==> src/rtl/scalar_lane_xchg_if.sv <==
// Scalar-unit <-> lane exchange bus: broadcast write port plus gather stream.
// The master side is the scalar pipeline and lanes; the slave side is the exchange endpoint.
interface scalar_lane_xchg_if #(
    parameter int NUM_LANES  = 16,
    parameter int DATA_WIDTH = 32,
    parameter int LANE_W     = $clog2(NUM_LANES)
);
    logic                            I_Stall;
    logic                            I_Bcast_Req;
    logic [DATA_WIDTH-1:0]           I_Bcast_Data;
    logic [NUM_LANES-1:0]            I_Bcast_Mask;
    logic                            O_Bcast_Ack;
    logic [NUM_LANES-1:0]            O_SWe;
    logic [DATA_WIDTH-1:0]           O_Scalar_Data;
    logic                            I_Gather_Req;
    logic [NUM_LANES-1:0]            I_Gather_Mask;
    logic [NUM_LANES*DATA_WIDTH-1:0] I_Lane_Data;
    logic                            O_Gather_Valid;
    logic [DATA_WIDTH-1:0]           O_Gather_Data;
    logic [LANE_W-1:0]               O_Gather_Lane;
    logic                            O_Gather_Last;
    logic                            I_Gather_Ready;
    logic                            O_Gather_Done;
    logic                            O_Busy;

    modport master (
        output I_Stall, I_Bcast_Req, I_Bcast_Data, I_Bcast_Mask,
        output I_Gather_Req, I_Gather_Mask, I_Lane_Data, I_Gather_Ready,
        input  O_Bcast_Ack, O_SWe, O_Scalar_Data,
        input  O_Gather_Valid, O_Gather_Data, O_Gather_Lane, O_Gather_Last,
        input  O_Gather_Done, O_Busy
    );

    modport slave (
        input  I_Stall, I_Bcast_Req, I_Bcast_Data, I_Bcast_Mask,
        input  I_Gather_Req, I_Gather_Mask, I_Lane_Data, I_Gather_Ready,
        output O_Bcast_Ack, O_SWe, O_Scalar_Data,
        output O_Gather_Valid, O_Gather_Data, O_Gather_Lane, O_Gather_Last,
        output O_Gather_Done, O_Busy
    );
endinterface

==> src/rtl/scalar_lane_xchg.sv <==
// Scalar-side endpoint of the lane exchange: broadcasts one word into masked lane
// scalar registers, and gathers masked lane words in ascending order over a valid/ready stream.
module scalar_lane_xchg #(
    parameter int NUM_LANES  = 16,
    parameter int DATA_WIDTH = 32,
    parameter int LANE_W     = $clog2(NUM_LANES)
) (
    input logic               clock,
    input logic               reset,
    scalar_lane_xchg_if.slave bus
);
    typedef enum logic [1:0] {IDLE, BCAST, GATHER} state_t;

    state_t                state_q, state_d;
    logic [DATA_WIDTH-1:0] sdata_q, sdata_d;
    logic [NUM_LANES-1:0]  smask_q, smask_d;
    logic [DATA_WIDTH-1:0] gdata_q, gdata_d;
    logic [LANE_W-1:0]     glane_q, glane_d;
    logic                  gvld_q, gvld_d;
    logic [NUM_LANES-1:0]  pend_q, pend_d;
    logic                  done_q, done_d;

    logic [NUM_LANES-1:0]  load_mask;
    logic [NUM_LANES-1:0]  load_rest;
    logic [LANE_W-1:0]     load_lane;
    logic [DATA_WIDTH-1:0] load_word;

    // The first word comes from the request mask, later ones from the pending set.
    always_comb begin
        load_mask = (state_q == IDLE) ? bus.I_Gather_Mask : pend_q;
        load_rest = load_mask & (load_mask - NUM_LANES'(1));
        load_lane = '0;
        load_word = '0;
        for (int i = NUM_LANES - 1; i >= 0; i--) begin
            if (load_mask[i]) begin
                load_lane = LANE_W'(i);
                load_word = bus.I_Lane_Data[i*DATA_WIDTH +: DATA_WIDTH];
            end
        end
    end

    always_comb begin
        state_d = state_q;
        sdata_d = sdata_q;
        smask_d = smask_q;
        gdata_d = gdata_q;
        glane_d = glane_q;
        gvld_d  = gvld_q;
        pend_d  = pend_q;
        done_d  = 1'b0;
        case (state_q)
            IDLE: begin
                if (bus.I_Bcast_Req) begin
                    sdata_d = bus.I_Bcast_Data;
                    smask_d = bus.I_Bcast_Mask;
                    state_d = BCAST;
                end else if (bus.I_Gather_Req) begin
                    if (bus.I_Gather_Mask == '0) begin
                        done_d = 1'b1;
                    end else begin
                        gdata_d = load_word;
                        glane_d = load_lane;
                        gvld_d  = 1'b1;
                        pend_d  = load_rest;
                        state_d = GATHER;
                    end
                end
            end
            BCAST: state_d = IDLE;
            GATHER: begin
                if (gvld_q && bus.I_Gather_Ready) begin
                    if (pend_q != '0) begin
                        gdata_d = load_word;
                        glane_d = load_lane;
                        pend_d  = load_rest;
                    end else begin
                        gvld_d  = 1'b0;
                        done_d  = 1'b1;
                        state_d = IDLE;
                    end
                end
            end
            default: state_d = IDLE;
        endcase
    end

    // Stall freezes every register; the lane write strobe is gated separately below.
    always_ff @(posedge clock or negedge reset) begin
        if (!reset) begin
            state_q <= IDLE;
            sdata_q <= '0;
            smask_q <= '0;
            gdata_q <= '0;
            glane_q <= '0;
            gvld_q  <= 1'b0;
            pend_q  <= '0;
            done_q  <= 1'b0;
        end else if (!bus.I_Stall) begin
            state_q <= state_d;
            sdata_q <= sdata_d;
            smask_q <= smask_d;
            gdata_q <= gdata_d;
            glane_q <= glane_d;
            gvld_q  <= gvld_d;
            pend_q  <= pend_d;
            done_q  <= done_d;
        end
    end

    assign bus.O_Bcast_Ack    = (state_q == BCAST) && !bus.I_Stall;
    assign bus.O_SWe          = bus.O_Bcast_Ack ? smask_q : '0;
    assign bus.O_Scalar_Data  = sdata_q;
    assign bus.O_Gather_Valid = gvld_q;
    assign bus.O_Gather_Data  = gdata_q;
    assign bus.O_Gather_Lane  = glane_q;
    assign bus.O_Gather_Last  = gvld_q && (pend_q == '0);
    assign bus.O_Gather_Done  = done_q;
    assign bus.O_Busy         = (state_q != IDLE);
endmodule

==> src/flat_wrapper.sv <==
// flat-port wrapper written by rule: the top's interface ports become plain ports
module scalar_lane_xchg_flat 
#(
    parameter int NUM_LANES  = 16,
    parameter int DATA_WIDTH = 32,
    parameter int LANE_W     = $clog2(NUM_LANES)
)
  (clock, reset, bus_I_Stall, bus_I_Bcast_Req, bus_I_Bcast_Data, bus_I_Bcast_Mask, bus_I_Gather_Req, bus_I_Gather_Mask, bus_I_Lane_Data, bus_I_Gather_Ready, bus_O_Bcast_Ack, bus_O_SWe, bus_O_Scalar_Data, bus_O_Gather_Valid, bus_O_Gather_Data, bus_O_Gather_Lane, bus_O_Gather_Last, bus_O_Gather_Done, bus_O_Busy);
  scalar_lane_xchg_if #(.NUM_LANES(NUM_LANES), .DATA_WIDTH(DATA_WIDTH), .LANE_W(LANE_W)) bus_i ();
  input logic clock;
  input logic reset;
  input wire logic [$bits(bus_i.I_Stall)-1:0] bus_I_Stall;
  input wire logic [$bits(bus_i.I_Bcast_Req)-1:0] bus_I_Bcast_Req;
  input wire logic [$bits(bus_i.I_Bcast_Data)-1:0] bus_I_Bcast_Data;
  input wire logic [$bits(bus_i.I_Bcast_Mask)-1:0] bus_I_Bcast_Mask;
  input wire logic [$bits(bus_i.I_Gather_Req)-1:0] bus_I_Gather_Req;
  input wire logic [$bits(bus_i.I_Gather_Mask)-1:0] bus_I_Gather_Mask;
  input wire logic [$bits(bus_i.I_Lane_Data)-1:0] bus_I_Lane_Data;
  input wire logic [$bits(bus_i.I_Gather_Ready)-1:0] bus_I_Gather_Ready;
  output wire logic [$bits(bus_i.O_Bcast_Ack)-1:0] bus_O_Bcast_Ack;
  output wire logic [$bits(bus_i.O_SWe)-1:0] bus_O_SWe;
  output wire logic [$bits(bus_i.O_Scalar_Data)-1:0] bus_O_Scalar_Data;
  output wire logic [$bits(bus_i.O_Gather_Valid)-1:0] bus_O_Gather_Valid;
  output wire logic [$bits(bus_i.O_Gather_Data)-1:0] bus_O_Gather_Data;
  output wire logic [$bits(bus_i.O_Gather_Lane)-1:0] bus_O_Gather_Lane;
  output wire logic [$bits(bus_i.O_Gather_Last)-1:0] bus_O_Gather_Last;
  output wire logic [$bits(bus_i.O_Gather_Done)-1:0] bus_O_Gather_Done;
  output wire logic [$bits(bus_i.O_Busy)-1:0] bus_O_Busy;
  assign bus_i.I_Stall = bus_I_Stall;
  assign bus_i.I_Bcast_Req = bus_I_Bcast_Req;
  assign bus_i.I_Bcast_Data = bus_I_Bcast_Data;
  assign bus_i.I_Bcast_Mask = bus_I_Bcast_Mask;
  assign bus_i.I_Gather_Req = bus_I_Gather_Req;
  assign bus_i.I_Gather_Mask = bus_I_Gather_Mask;
  assign bus_i.I_Lane_Data = bus_I_Lane_Data;
  assign bus_i.I_Gather_Ready = bus_I_Gather_Ready;
  assign bus_O_Bcast_Ack = bus_i.O_Bcast_Ack;
  assign bus_O_SWe = bus_i.O_SWe;
  assign bus_O_Scalar_Data = bus_i.O_Scalar_Data;
  assign bus_O_Gather_Valid = bus_i.O_Gather_Valid;
  assign bus_O_Gather_Data = bus_i.O_Gather_Data;
  assign bus_O_Gather_Lane = bus_i.O_Gather_Lane;
  assign bus_O_Gather_Last = bus_i.O_Gather_Last;
  assign bus_O_Gather_Done = bus_i.O_Gather_Done;
  assign bus_O_Busy = bus_i.O_Busy;
  scalar_lane_xchg #(.NUM_LANES(NUM_LANES), .DATA_WIDTH(DATA_WIDTH), .LANE_W(LANE_W)) u_core (.clock(clock), .reset(reset), .bus(bus_i));
endmodule
==> config.mk <==
export PLATFORM = sky130hd
export DESIGN_NAME = scalar_lane_xchg_flat
export DESIGN_NICKNAME = d
export VERILOG_FILES = /design/src/rtl/scalar_lane_xchg_if.sv /design/src/rtl/scalar_lane_xchg.sv /design/src/flat_wrapper.sv
export SDC_FILE = /design/constraint.sdc
export NUM_CORES = 1
export LEC_CHECK = 0
export CORE_AREA = 2 2 265 267
export DETAILED_ROUTE_END_ITERATION = 8
export DIE_AREA = 0 0 267 269
export GPL_ROUTABILITY_DRIVEN = 0
export PLACE_DENSITY_LB_ADDON = 0.08
export SLEW_MARGIN = 20
export SYNTH_ARGS = -nofsm -noshare
export SYNTH_HDL_FRONTEND = slang
export SYNTH_SLANG_ARGS = --single-unit
==> constraint.sdc <==
create_clock -name clock -period 5 [get_ports clock]
set_clock_uncertainty 0.1 [all_clocks]
set_input_delay 0.5 -clock clock [delete_from_list [all_inputs] [get_ports clock]]
set_output_delay 0.5 -clock clock [all_outputs]
set_load 0.005 [all_outputs]
==> metrics.txt <==
status=finished, violations left; failing checks=hold timing; Yosys top cell area share=26.5%; htree depth=3; fin crit period=3.64 ns; startpoint types=flop; HPWL after DPL=64.5 mm; routed length per instance=29.2 um; mapped cell area=9730 um^2; required time of the critical path=5.19 ns; vias per cell=4.82; Clock Path Buffers=2; Port Buffers=670; post_cts resized=0; Vias=13500; Core Util, Final=25.7%; drt total wl=82.1 mm; total gr overflow=0; Final Non-Filler Cells=2807; Total Power=9.53 mW; critical path class=flop to flop; Max Fanout on Critical Path=26; Fillers=7575; sequential area share after synthesis=26.5%; class of the worst hold path=input pin to asynchronous set/reset pin; register bit count reported by yosys=103; # setup viols final=0; area occupied by multi-input gates=6640 um^2; register area=2580 um^2; die width=267 um; DRC violations left=0; main flop type after synthesis=dfrtp_1; Post-synth EDFFs=0; async set-reset flop share out of synthesis=100%; worst rel slew slack=21.8%; Reg-to-Reg Start=u_core.state_q[0]; Leak Pwr=6.22 nW; Ports=671; leading cell types by count after synthesis=104 x nor2_1, 103 x dfrtp_1, 103 x o22ai_1; Placement Rows=97; clk_lat worst skew=0.38 ns; Peak VDD IR=0.000365 V; final hold vios=2; most common cell in the netlist=nor2_1; final worst-path cycle share=72.8%; largest net degree at the start of global routing=70; RSZ-0062 raised after global routing=false; PnR worst setup slack=1.36 ns; Worst EP arrival=3.83 ns; NumNets Final=2429; Root Driver=clkbuf_16; post-synth cell types=63; share of cells above drive strength 1=8.05%; Crit. End Element=flop; core area=69300 um^2; worst hold slack=-0.000942 ns; CTS tree=built; First-pass DRT Iterations=7; Initial Utilization=14.0%; Pwr Density=535 nW/um^2; syn_nets=1831; global-route usage over all layers=21.8%; DP Worst Slack=1.24 ns; Slew @ Worst Pin=1.14 ns; max-cap viol count=0; synth top area cells=dfrtp_1 26%, a221oi_1 7.3%, o22ai_1 6.6%; Clk pin slew, worst setup/hold paths=0.09 ns; global-route wire length before repair=110 mm; full die area=71800 um^2; initial antenna violation count=26; final slew viol count=0; Hold-fix buffers, CTS=0; setup TNS=0 ns; TritonCTS Buffers=9; die height=269 um; Area Overhead vs Synth=83.3%; # Post-CTS Setup Buffers=0; vias in the first global route=13800; DRT antenna net count=0; Post-Synthesis Cells=1249; Sink Count=103; Peak Freq=0.275 GHz; launch point of the worst path=u_core.state_q[0]; mean area per synthesized cell=7.79 um^2; largest area contributor in the netlist=dfrtp_1; Placed Cells incl. Taps=2776; yosys warns=0; drt initial violations=1064
-- registers in the layout, indices dropped and copies added, names as in the netlist --
register,count
u_core.bus.O_Gather_Done,1
u_core.pend_q,15
u_core.state_q,2
u_core.bus.O_Gather_Data,32
u_core.bus.O_Gather_Lane,4
u_core.smask_q,16
u_core.bus.O_Scalar_Data,32
u_core.bus.O_Gather_Valid,1
-- power breakdown --
group,switching (mW),internal [mW]
combinational,4.41,2.78
clock,0.419,0.398
sequential,0.302,1.22
-- critical path, stage by stage (launching register included) --
cell	delay [ns]
dfrtp_2	0.43
nor2_4	0.38
inv_2	0.37
o21ai_4	0.37
buf_4	0.52
a221oi_1	0.21
nor3_1	0.77
nor3_1	0.11
o31ai_1	0.28
-- metal layers --
| metal | part of all wire, % | up-vias | global-route usage, % |
|---|---|---|---|
| met5 | 0.10 | - | 0 |
| met1 | 42 | 6648 | 27.5 |
| met2 | 49 | 647 | 37.2 |
| met4 | 1.4 | 14 | 5.25 |
| li1 | - | 6151 | - |
| met3 | 7.9 | 69 | 5.53 |
-- cell families (layout without fill, tap and decap cells) --
kind of cell,count (synthesis),in the layout,synth area share [%]
other,0,15,0
AOI/OAI and AO/OA,539,539,37.9
DFF,103,103,26.5
buffers and inverters,137,740,6.66
muxes,93,93,10.5
and+or+nand+nor,377,377,18.4
-- placed cells by master (no fill, tap or decap), types with 4 or more instances in the layout --
cell	netlist	final
o21a_1	6	6
o221ai_1	13	13
clkdlybuf4s50_1	0	669
clkbuf_16	0	9
mux2_2	55	55
nand2_1	95	94
mux2i_4	1	5
a311oi_1	4	4
a2bb2oi_1	5	5
o21ai_0	61	61
a221oi_1	81	81
diode_2	0	15
o31ai_1	6	6
a22oi_1	8	8
nor3_1	92	91
nor4b_1	5	5
dfrtp_1	103	101
a21oi_1	93	92
o21ai_1	51	49
inv_1	13	13
nor4_1	28	28
nor2_1	104	104
mux2i_1	35	32
a21oi_4	0	4
buf_4	6	38
and2_1	19	18
a21o_1	5	5
nand3_1	15	15
a221o_1	24	24
o211ai_1	53	53
o22ai_1	103	103
-- final timing paths --
| check | endpoint | slack, ns | cells past startpoint |
|---|---|---|---|
| min in group clock | u_core.bus.O_Gather_Lane[0] | 0.40 | 2 |
| max reg2reg | u_core.bus.O_Gather_Data[23] | 1.36 | 8 |
| min reg2reg | u_core.bus.O_Gather_Lane[0] | 0.40 | 2 |
| max in group asynchronous | u_core.bus.O_Scalar_Data[30] | 3.76 | 2 |
| max | u_core.bus.O_Gather_Data[23] | 1.36 | 8 |
| min | u_core.bus.O_Scalar_Data[10] | -0.0009 | 1 |
-- stage by stage --
step | cell area [um^2] | hold slack [ns]
2_1_floorplan | 9730 | 0.104
3_3_place_gp | 17500 | 0.369
3_5_place_dp | 17500 | 0.379
4_1_cts | 17800 | 0.0432
5_1_grt | 17800 | 0.0502
6_report | 17800 | -0.000942
-- cell type report --
class                      count  share of cell area (%)
antenna                       15                   0.211
clock buffer                   9                    1.26
clock inverter                 7                   0.449
inverter                      14                   0.295
multi-input combinational   1009                    37.3
sequential                   103                    14.5
tap                          940                    6.60
timing repair buffer         710                    39.5
Power figures use the tool's default switching activity.
